### src/rtl/cdb_if.sv
// Source-side result queues and 4-lane CDB broadcast bus.
// The broadcaster uses the slave modport; producers and observers use master.
interface cdb_if #(
    parameter int NUM_SRC = 6,
    parameter int IDX_W   = 4,
    parameter int DATA_W  = 16
);
    logic [NUM_SRC-1:0]             src_valid;
    logic [NUM_SRC-1:0][IDX_W-1:0]  src_rob_index;
    logic [NUM_SRC-1:0][DATA_W-1:0] src_result;
    logic [NUM_SRC-1:0]             src_ready;
    logic [3:0]                     cdb_valid;
    logic [3:0][IDX_W-1:0]          cdb_rob_index;
    logic [3:0][DATA_W-1:0]         cdb_result;

    modport master (
        output src_valid, src_rob_index, src_result,
        input  src_ready, cdb_valid, cdb_rob_index, cdb_result
    );

    modport slave (
        input  src_valid, src_rob_index, src_result,
        output src_ready, cdb_valid, cdb_rob_index, cdb_result
    );
endinterface

### src/rtl/cdb_broadcaster.sv
// CDB transmitter: per-source result FIFOs, round-robin grant of up to four
// FIFO heads per cycle, and registered broadcast lanes.
module cdb_broadcaster #(
    parameter int NUM_SRC = 6,
    parameter int DEPTH   = 2,
    parameter int IDX_W   = 4,
    parameter int DATA_W  = 16
) (
    input  logic  clk,
    input  logic  rst_n,
    input  logic  flush,
    cdb_if.slave  bus
);
    localparam int LANES = 4;
    localparam int PTR_W = $clog2(DEPTH);
    localparam int CNT_W = PTR_W + 1;
    localparam int RR_W  = (NUM_SRC > 1) ? $clog2(NUM_SRC) : 1;

    logic [IDX_W-1:0]  r_q_idx  [NUM_SRC][DEPTH];
    logic [DATA_W-1:0] r_q_data [NUM_SRC][DEPTH];
    logic [PTR_W-1:0]  r_wr_ptr [NUM_SRC];
    logic [PTR_W-1:0]  r_rd_ptr [NUM_SRC];
    logic [CNT_W-1:0]  r_count  [NUM_SRC];
    logic [RR_W-1:0]   r_rr_ptr;

    logic [LANES-1:0]             r_cdb_valid;
    logic [LANES-1:0][IDX_W-1:0]  r_cdb_idx;
    logic [LANES-1:0][DATA_W-1:0] r_cdb_data;

    logic [NUM_SRC-1:0]           w_ready;
    logic [NUM_SRC-1:0]           w_push;
    logic [NUM_SRC-1:0]           w_grant;
    logic [LANES-1:0]             w_lane_valid;
    logic [LANES-1:0][IDX_W-1:0]  w_lane_idx;
    logic [LANES-1:0][DATA_W-1:0] w_lane_data;
    logic [RR_W-1:0]              w_rr_next;
    logic [RR_W:0]                w_scan;
    logic [RR_W-1:0]              w_src;
    logic [2:0]                   w_num;

    // Ready comes only from registered occupancy, never from same-cycle dequeue.
    always_comb begin
        w_ready = '0;
        w_push  = '0;
        for (int i = 0; i < NUM_SRC; i++) begin
            w_ready[i] = (r_count[i] < CNT_W'(DEPTH));
            w_push[i]  = bus.src_valid[i] & w_ready[i];
        end
    end

    assign bus.src_ready     = w_ready;
    assign bus.cdb_valid     = r_cdb_valid;
    assign bus.cdb_rob_index = r_cdb_idx;
    assign bus.cdb_result    = r_cdb_data;

    // Round-robin scan from r_rr_ptr, filling lanes 0..3 with one head per source.
    always_comb begin
        w_grant      = '0;
        w_lane_valid = '0;
        w_lane_idx   = '0;
        w_lane_data  = '0;
        w_rr_next    = r_rr_ptr;
        w_num        = 3'd0;
        w_scan       = '0;
        w_src        = '0;
        for (int k = 0; k < NUM_SRC; k++) begin
            w_scan = {1'b0, r_rr_ptr} + (RR_W+1)'(k);
            w_scan = (w_scan >= (RR_W+1)'(NUM_SRC)) ? (w_scan - (RR_W+1)'(NUM_SRC)) : w_scan;
            w_src  = w_scan[RR_W-1:0];
            if ((r_count[w_src] != '0) && (w_num < 3'd4)) begin
                w_grant[w_src]            = 1'b1;
                w_lane_valid[w_num[1:0]]  = 1'b1;
                w_lane_idx[w_num[1:0]]    = r_q_idx[w_src][r_rd_ptr[w_src]];
                w_lane_data[w_num[1:0]]   = r_q_data[w_src][r_rd_ptr[w_src]];
                w_rr_next = (w_src == RR_W'(NUM_SRC-1)) ? '0 : (w_src + RR_W'(1));
                w_num     = w_num + 3'd1;
            end else begin
                w_num = w_num;
            end
        end
    end

    // Queue bookkeeping, round-robin pointer and broadcast lane registers.
    always_ff @(posedge clk or negedge rst_n) begin
        if (!rst_n) begin
            for (int i = 0; i < NUM_SRC; i++) begin
                r_wr_ptr[i] <= '0;
                r_rd_ptr[i] <= '0;
                r_count[i]  <= '0;
            end
            r_rr_ptr    <= '0;
            r_cdb_valid <= '0;
            r_cdb_idx   <= '0;
            r_cdb_data  <= '0;
        end else if (flush) begin
            for (int i = 0; i < NUM_SRC; i++) begin
                r_wr_ptr[i] <= '0;
                r_rd_ptr[i] <= '0;
                r_count[i]  <= '0;
            end
            r_cdb_valid <= '0;
            r_cdb_idx   <= '0;
            r_cdb_data  <= '0;
        end else begin
            for (int i = 0; i < NUM_SRC; i++) begin
                if (w_push[i]) begin
                    r_wr_ptr[i] <= r_wr_ptr[i] + PTR_W'(1);
                end
                if (w_grant[i]) begin
                    r_rd_ptr[i] <= r_rd_ptr[i] + PTR_W'(1);
                end
                r_count[i] <= r_count[i] + CNT_W'(w_push[i]) - CNT_W'(w_grant[i]);
            end
            r_rr_ptr    <= w_rr_next;
            r_cdb_valid <= w_lane_valid;
            r_cdb_idx   <= w_lane_idx;
            r_cdb_data  <= w_lane_data;
        end
    end

    // Queue storage; contents need no reset because occupancy gates every read.
    always_ff @(posedge clk) begin
        for (int i = 0; i < NUM_SRC; i++) begin
            if (w_push[i] && !flush) begin
                r_q_idx[i][r_wr_ptr[i]]  <= bus.src_rob_index[i];
                r_q_data[i][r_wr_ptr[i]] <= bus.src_result[i];
            end
        end
    end
endmodule

### src/flat_wrapper.sv
// flat-port wrapper written by rule: the top's interface ports become plain ports
module cdb_broadcaster_flat 
#(
    parameter int NUM_SRC = 6,
    parameter int DEPTH   = 2,
    parameter int IDX_W   = 4,
    parameter int DATA_W  = 16
)
  (clk, rst_n, flush, bus_src_valid, bus_src_rob_index, bus_src_result, bus_src_ready, bus_cdb_valid, bus_cdb_rob_index, bus_cdb_result);
  cdb_if #(.NUM_SRC(NUM_SRC), .IDX_W(IDX_W), .DATA_W(DATA_W)) bus_i ();
  input  logic clk;
  input  logic rst_n;
  input  logic flush;
  input wire logic [$bits(bus_i.src_valid)-1:0] bus_src_valid;
  input wire logic [$bits(bus_i.src_rob_index)-1:0] bus_src_rob_index;
  input wire logic [$bits(bus_i.src_result)-1:0] bus_src_result;
  output wire logic [$bits(bus_i.src_ready)-1:0] bus_src_ready;
  output wire logic [$bits(bus_i.cdb_valid)-1:0] bus_cdb_valid;
  output wire logic [$bits(bus_i.cdb_rob_index)-1:0] bus_cdb_rob_index;
  output wire logic [$bits(bus_i.cdb_result)-1:0] bus_cdb_result;
  assign bus_i.src_valid = bus_src_valid;
  assign bus_i.src_rob_index = bus_src_rob_index;
  assign bus_i.src_result = bus_src_result;
  assign bus_src_ready = bus_i.src_ready;
  assign bus_cdb_valid = bus_i.cdb_valid;
  assign bus_cdb_rob_index = bus_i.cdb_rob_index;
  assign bus_cdb_result = bus_i.cdb_result;
  cdb_broadcaster #(.NUM_SRC(NUM_SRC), .DEPTH(DEPTH), .IDX_W(IDX_W), .DATA_W(DATA_W)) u_core (.clk(clk), .rst_n(rst_n), .flush(flush), .bus(bus_i));
endmodule
### config.mk
export PLATFORM = sky130hd
export DESIGN_NAME = cdb_broadcaster_flat
export DESIGN_NICKNAME = d
export VERILOG_FILES = /design/src/rtl/cdb_if.sv /design/src/rtl/cdb_broadcaster.sv /design/src/flat_wrapper.sv
export SDC_FILE = /design/constraint.sdc
export NUM_CORES = 1
export LEC_CHECK = 0
export ABC_AREA = 1
export ABC_CLOCK_PERIOD_IN_PS = 8000
export BUFFER_PORTS_ARGS = -buffer_cell sky130_fd_sc_hd__buf_4
export CAP_MARGIN = 20
export CORE_AREA = 4 4 275 277
export DETAILED_ROUTE_END_ITERATION = 8
export DIE_AREA = 0 0 279 281
export HOLD_SLACK_MARGIN = 0.05
export PLACE_DENSITY_LB_ADDON = 0.2
export SYNTH_ARGS = -nofsm -noshare
export SYNTH_HDL_FRONTEND = slang
export SYNTH_SLANG_ARGS = --single-unit
### constraint.sdc
create_clock -name clk -period 8 [get_ports clk]
set_clock_uncertainty 0.15 [all_clocks]
set_input_delay 0.8 -clock clk [delete_from_list [all_inputs] [get_ports clk]]
set_output_delay 0.8 -clock clk [all_outputs]
set_load 0.05 [all_outputs]
==> flow_metrics.py <==
metrics = {
    "placed_design": {
        "placed_cell_area_sq_mm": 0.0277,
        "port_buffers": 218,
        "gp_congestion": 1.01,
        "dp_hpwl_mm": 85.2,
    },
    "floorplanning": {
        "die-height_microns": 281,
        "num_io_pins": 219,
        "row_count": 99,
        "die_area_sq_mm": 0.0784,
        "fp.coreArea_sq_mm": 0.0728,
        "die_w_microns": 279,
        "start_util": 0.348,
    },
    "yosys": {
        "yosysMostFrequentCell": "nand2_1",
        "syn_area_per_cell_sq_um": 6.68,
        "synth_cell_types": 43,
        "yosys-top-cells-count": "1,224 x nand2_1, 530 x o21ai_0, 436 x inv_1",
        "yosys-top-cells-area": "edfxtp_1 28%, nand2_1 18%, dfrtp_1 11%, o21ai_0 10%, inv_1 6.5%",
        "synth_ff_type": "edfxtp_1",
        "synth_top_area_share": 0.284,
        "ys_async_sr_fraction": 0.316,
        "synth_area_leader_cell": "edfxtp_1",
        "yosysSeqAreaShare": 0.394,
        "synth-edff-count": 240,
        "syn_area_sq_mm": 0.0253,
        "syn-instance-count": 3793,
        "synth_nets": 3953,
        "ys.warnings.count": 0,
        "ys_ff_latch": 351,
    },
    "timing": {
        "hold_viol": 0,
        "slew_viol_final": 0,
        "rsz0062_at_grt": "false",
        "worst-slew-pin-transition_ps": 1240,
        "slew_headroom": 0.167,
        "min_period_ps": 6900,
        "fin_setup_tns_ps": 0,
        "fin_crit_sh": 0.863,
        "fmax_mhz": 145,
        "finalSetupViolations": 0,
    },
    "routing": {
        "routed_wl_mm": 116,
        "dr_wl_met2_mm": 46.8,
        "postRouteAntennaNets": 0,
        "vias": 26548,
        "wl_met1_mm": 49.5,
        "viasPerCell": 5.44,
        "maxUsedRoutingLayer": "met4",
        "wl_per_cell_microns": 23.9,
        "drc": 0,
        "met3_length_mm": 14.6,
        "drt_iter0_markers": 3504,
        "drtPass1Iterations": 7,
    },
    "clock_network": {
        "cts_tree": "done",
        "cts_hold_buf": 0,
        "postCtsSetupRepairBufs": 0,
        "ctsHtreeMaxLevel": 2,
        "cts-root-buf": "clkbuf_16",
        "cts_buffers": 41,
        "cts.reportedPaths.clkPinSlew_ps": 70,
        "clk_latency_ps": 600,
        "cts_resized": 0,
        "clock_sinks": 351,
        "clock_path_buffers": 3,
    },
    "final_layout": {
        "fill_cells": 7766,
        "multi_input_area_sq_mm": 0.0126,
        "diodes": 0,
        "postLayoutCellArea_sq_mm": 0.0290,
        "regArea_sq_mm": 0.00999,
        "area_growth_pct": 14.5,
        "final_layout_size_suffix_gt1_frac": 0.109,
        "fin_nets": 4052,
    },
    "grt": {
        "grt_antenna_before_repair": 1,
        "first_global_vias": 23368,
        "grt-ovfl-total": 0,
        "track_usage": 0.285,
        "grt_pass1_wl_mm": 165,
        "grt_max_degree": 112,
    },
    "setup_path": {
        "path_class": "flip-flop to flip-flop",
        "start_kind": "flip-flop",
        "critPathArrivalTime_ps": 7250,
        "cp_slowest_cell": "dfrtp_4",
        "path_common_cell": "nand2_1",
        "worstPathMaxFanout": 85,
        "required_ps": 8340,
        "cp-startpoint": "u_core.r_rr_ptr[0]$_DFFE_PN0P_",
        "crit_family": "simple AND/OR/NAND/NOR gates",
        "max_stage_delay_ps": 910,
        "worstReg2RegStart": "u_core.r_rr_ptr[0]$_DFFE_PN0P_",
        "worst_setup_path_end_kind": "flip-flop",
        "critPathBufInv": 9,
    },
    "run": {
        "cap_violations": 0,
    },
    "outcome": {
        "outcome": "finished, final reports clean",
    },
    "hold_path": {
        "hp-class": "input pin to async pin",
    },
}
==> cell type report <==
class | count | share of cell area
multi-input combinational | 2750 | 0.436
sequential | 351 | 0.344
timing repair buffer | 289 | 0.0752
inverter | 459 | 0.0594
tap | 959 | 0.0413
clock buffer | 50 | 0.0372
clock inverter | 20 | 0.00698
==> layer usage <==
| metal | vias to the layer above | track usage |
|---|---|---|
| met5 | - | 0 |
| met4 | 0 | 0.115 |
| met3 | 269 | 0.0938 |
| met2 | 1627 | 0.405 |
| met1 | 12166 | 0.399 |
| li1 | 12486 | - |
==> registers in the layout, indices dropped and copies added, names as in the netlist <==
| name | flops |
|---|---|
| u_core.bus.cdb_rob_index | 16 |
| u_core.r_q_idx | 48 |
| u_core.r_rd_ptr | 6 |
| u_core.r_count | 12 |
| u_core.bus.cdb_result | 64 |
| u_core.r_rr_ptr | 3 |
| u_core.r_q_data | 192 |
| u_core.bus.cdb_valid | 4 |
| u_core.r_wr_ptr | 6 |
==> cell families (layout without fill, tap and decap cells) <==
group | Yosys count | in the layout | synth area share
XOR/XNOR | 12 | 12 | 0.00415
AO/OA/AOI/OAI | 846 | 846 | 0.183
flip-flops | 351 | 351 | 0.394
AND/OR/NAND/NOR | 1855 | 1855 | 0.291
buffers and inverters | 692 | 818 | 0.110
multiplexers | 6 | 6 | 0.00237
adder cells (fa/ha/maj) | 31 | 31 | 0.0156
==> cells in the final DEF (no fill, tap or decap), types with 3 or more instances in the layout <==
cell and n:
nand2_1 1223, o21ai_0 530, inv_1 433, nor2_1 400, buf_4 281, edfxtp_1 240, nand3_1 147, a21oi_1 114
dfrtp_1 110, o22ai_1 95, clkbuf_16 41, o221ai_1 37, o211ai_1 32, ha_1 30, inv_2 20, o21ai_1 17
nand2_2 16, or2_2 14, nor2_2 13, clkinv_1 13, nand4_1 11, a221oi_1 10, nor2_4 7, clkbuf_1 7
clkbuf_4 7, mux2i_1 6, xnor2_1 6, xor2_1 6, nand3_2 5, nand2_4 5, nor3_1 5, nand3b_1 5
clkinv_2 5, o21a_1 3, a31oi_1 3
==> final timing paths <==
kind                                                       end  slack (ps)  depth (start not counted)
min reg2reg                     u_core.r_wr_ptr[1]$_DFFE_PN0P_         360                          1
min in group clk               u_core.r_q_data[3][1]$_DFFE_PP_         230                          1
max reg2reg                u_core.bus.cdb_result[17]$_DFF_PN0_        1100                         30
max in group asynchronous       u_core.r_rr_ptr[0]$_DFFE_PN0P_        6130                          2
min                        u_core.bus.cdb_result[26]$_DFF_PN0_          70                          1
max                        u_core.bus.cdb_result[17]$_DFF_PN0_        1100                         30
==> metrics by stage <==
step           setup slack (ps)  std cells  utilization  hold slack, ps
6_report                   1100       4878        0.398            67.1
5_1_grt                     470       4878        0.398             117
4_1_cts                    1180       4871        0.398            76.8
3_5_place_dp               1200       4801        0.380             355
3_3_place_gp               1350       4800        0.380             351
2_1_floorplan              1780       3793            -             308
Power is left out: the tool's default activity adds up to more than one toggle a clock period on the data nets, which glitch-free logic cannot reach.
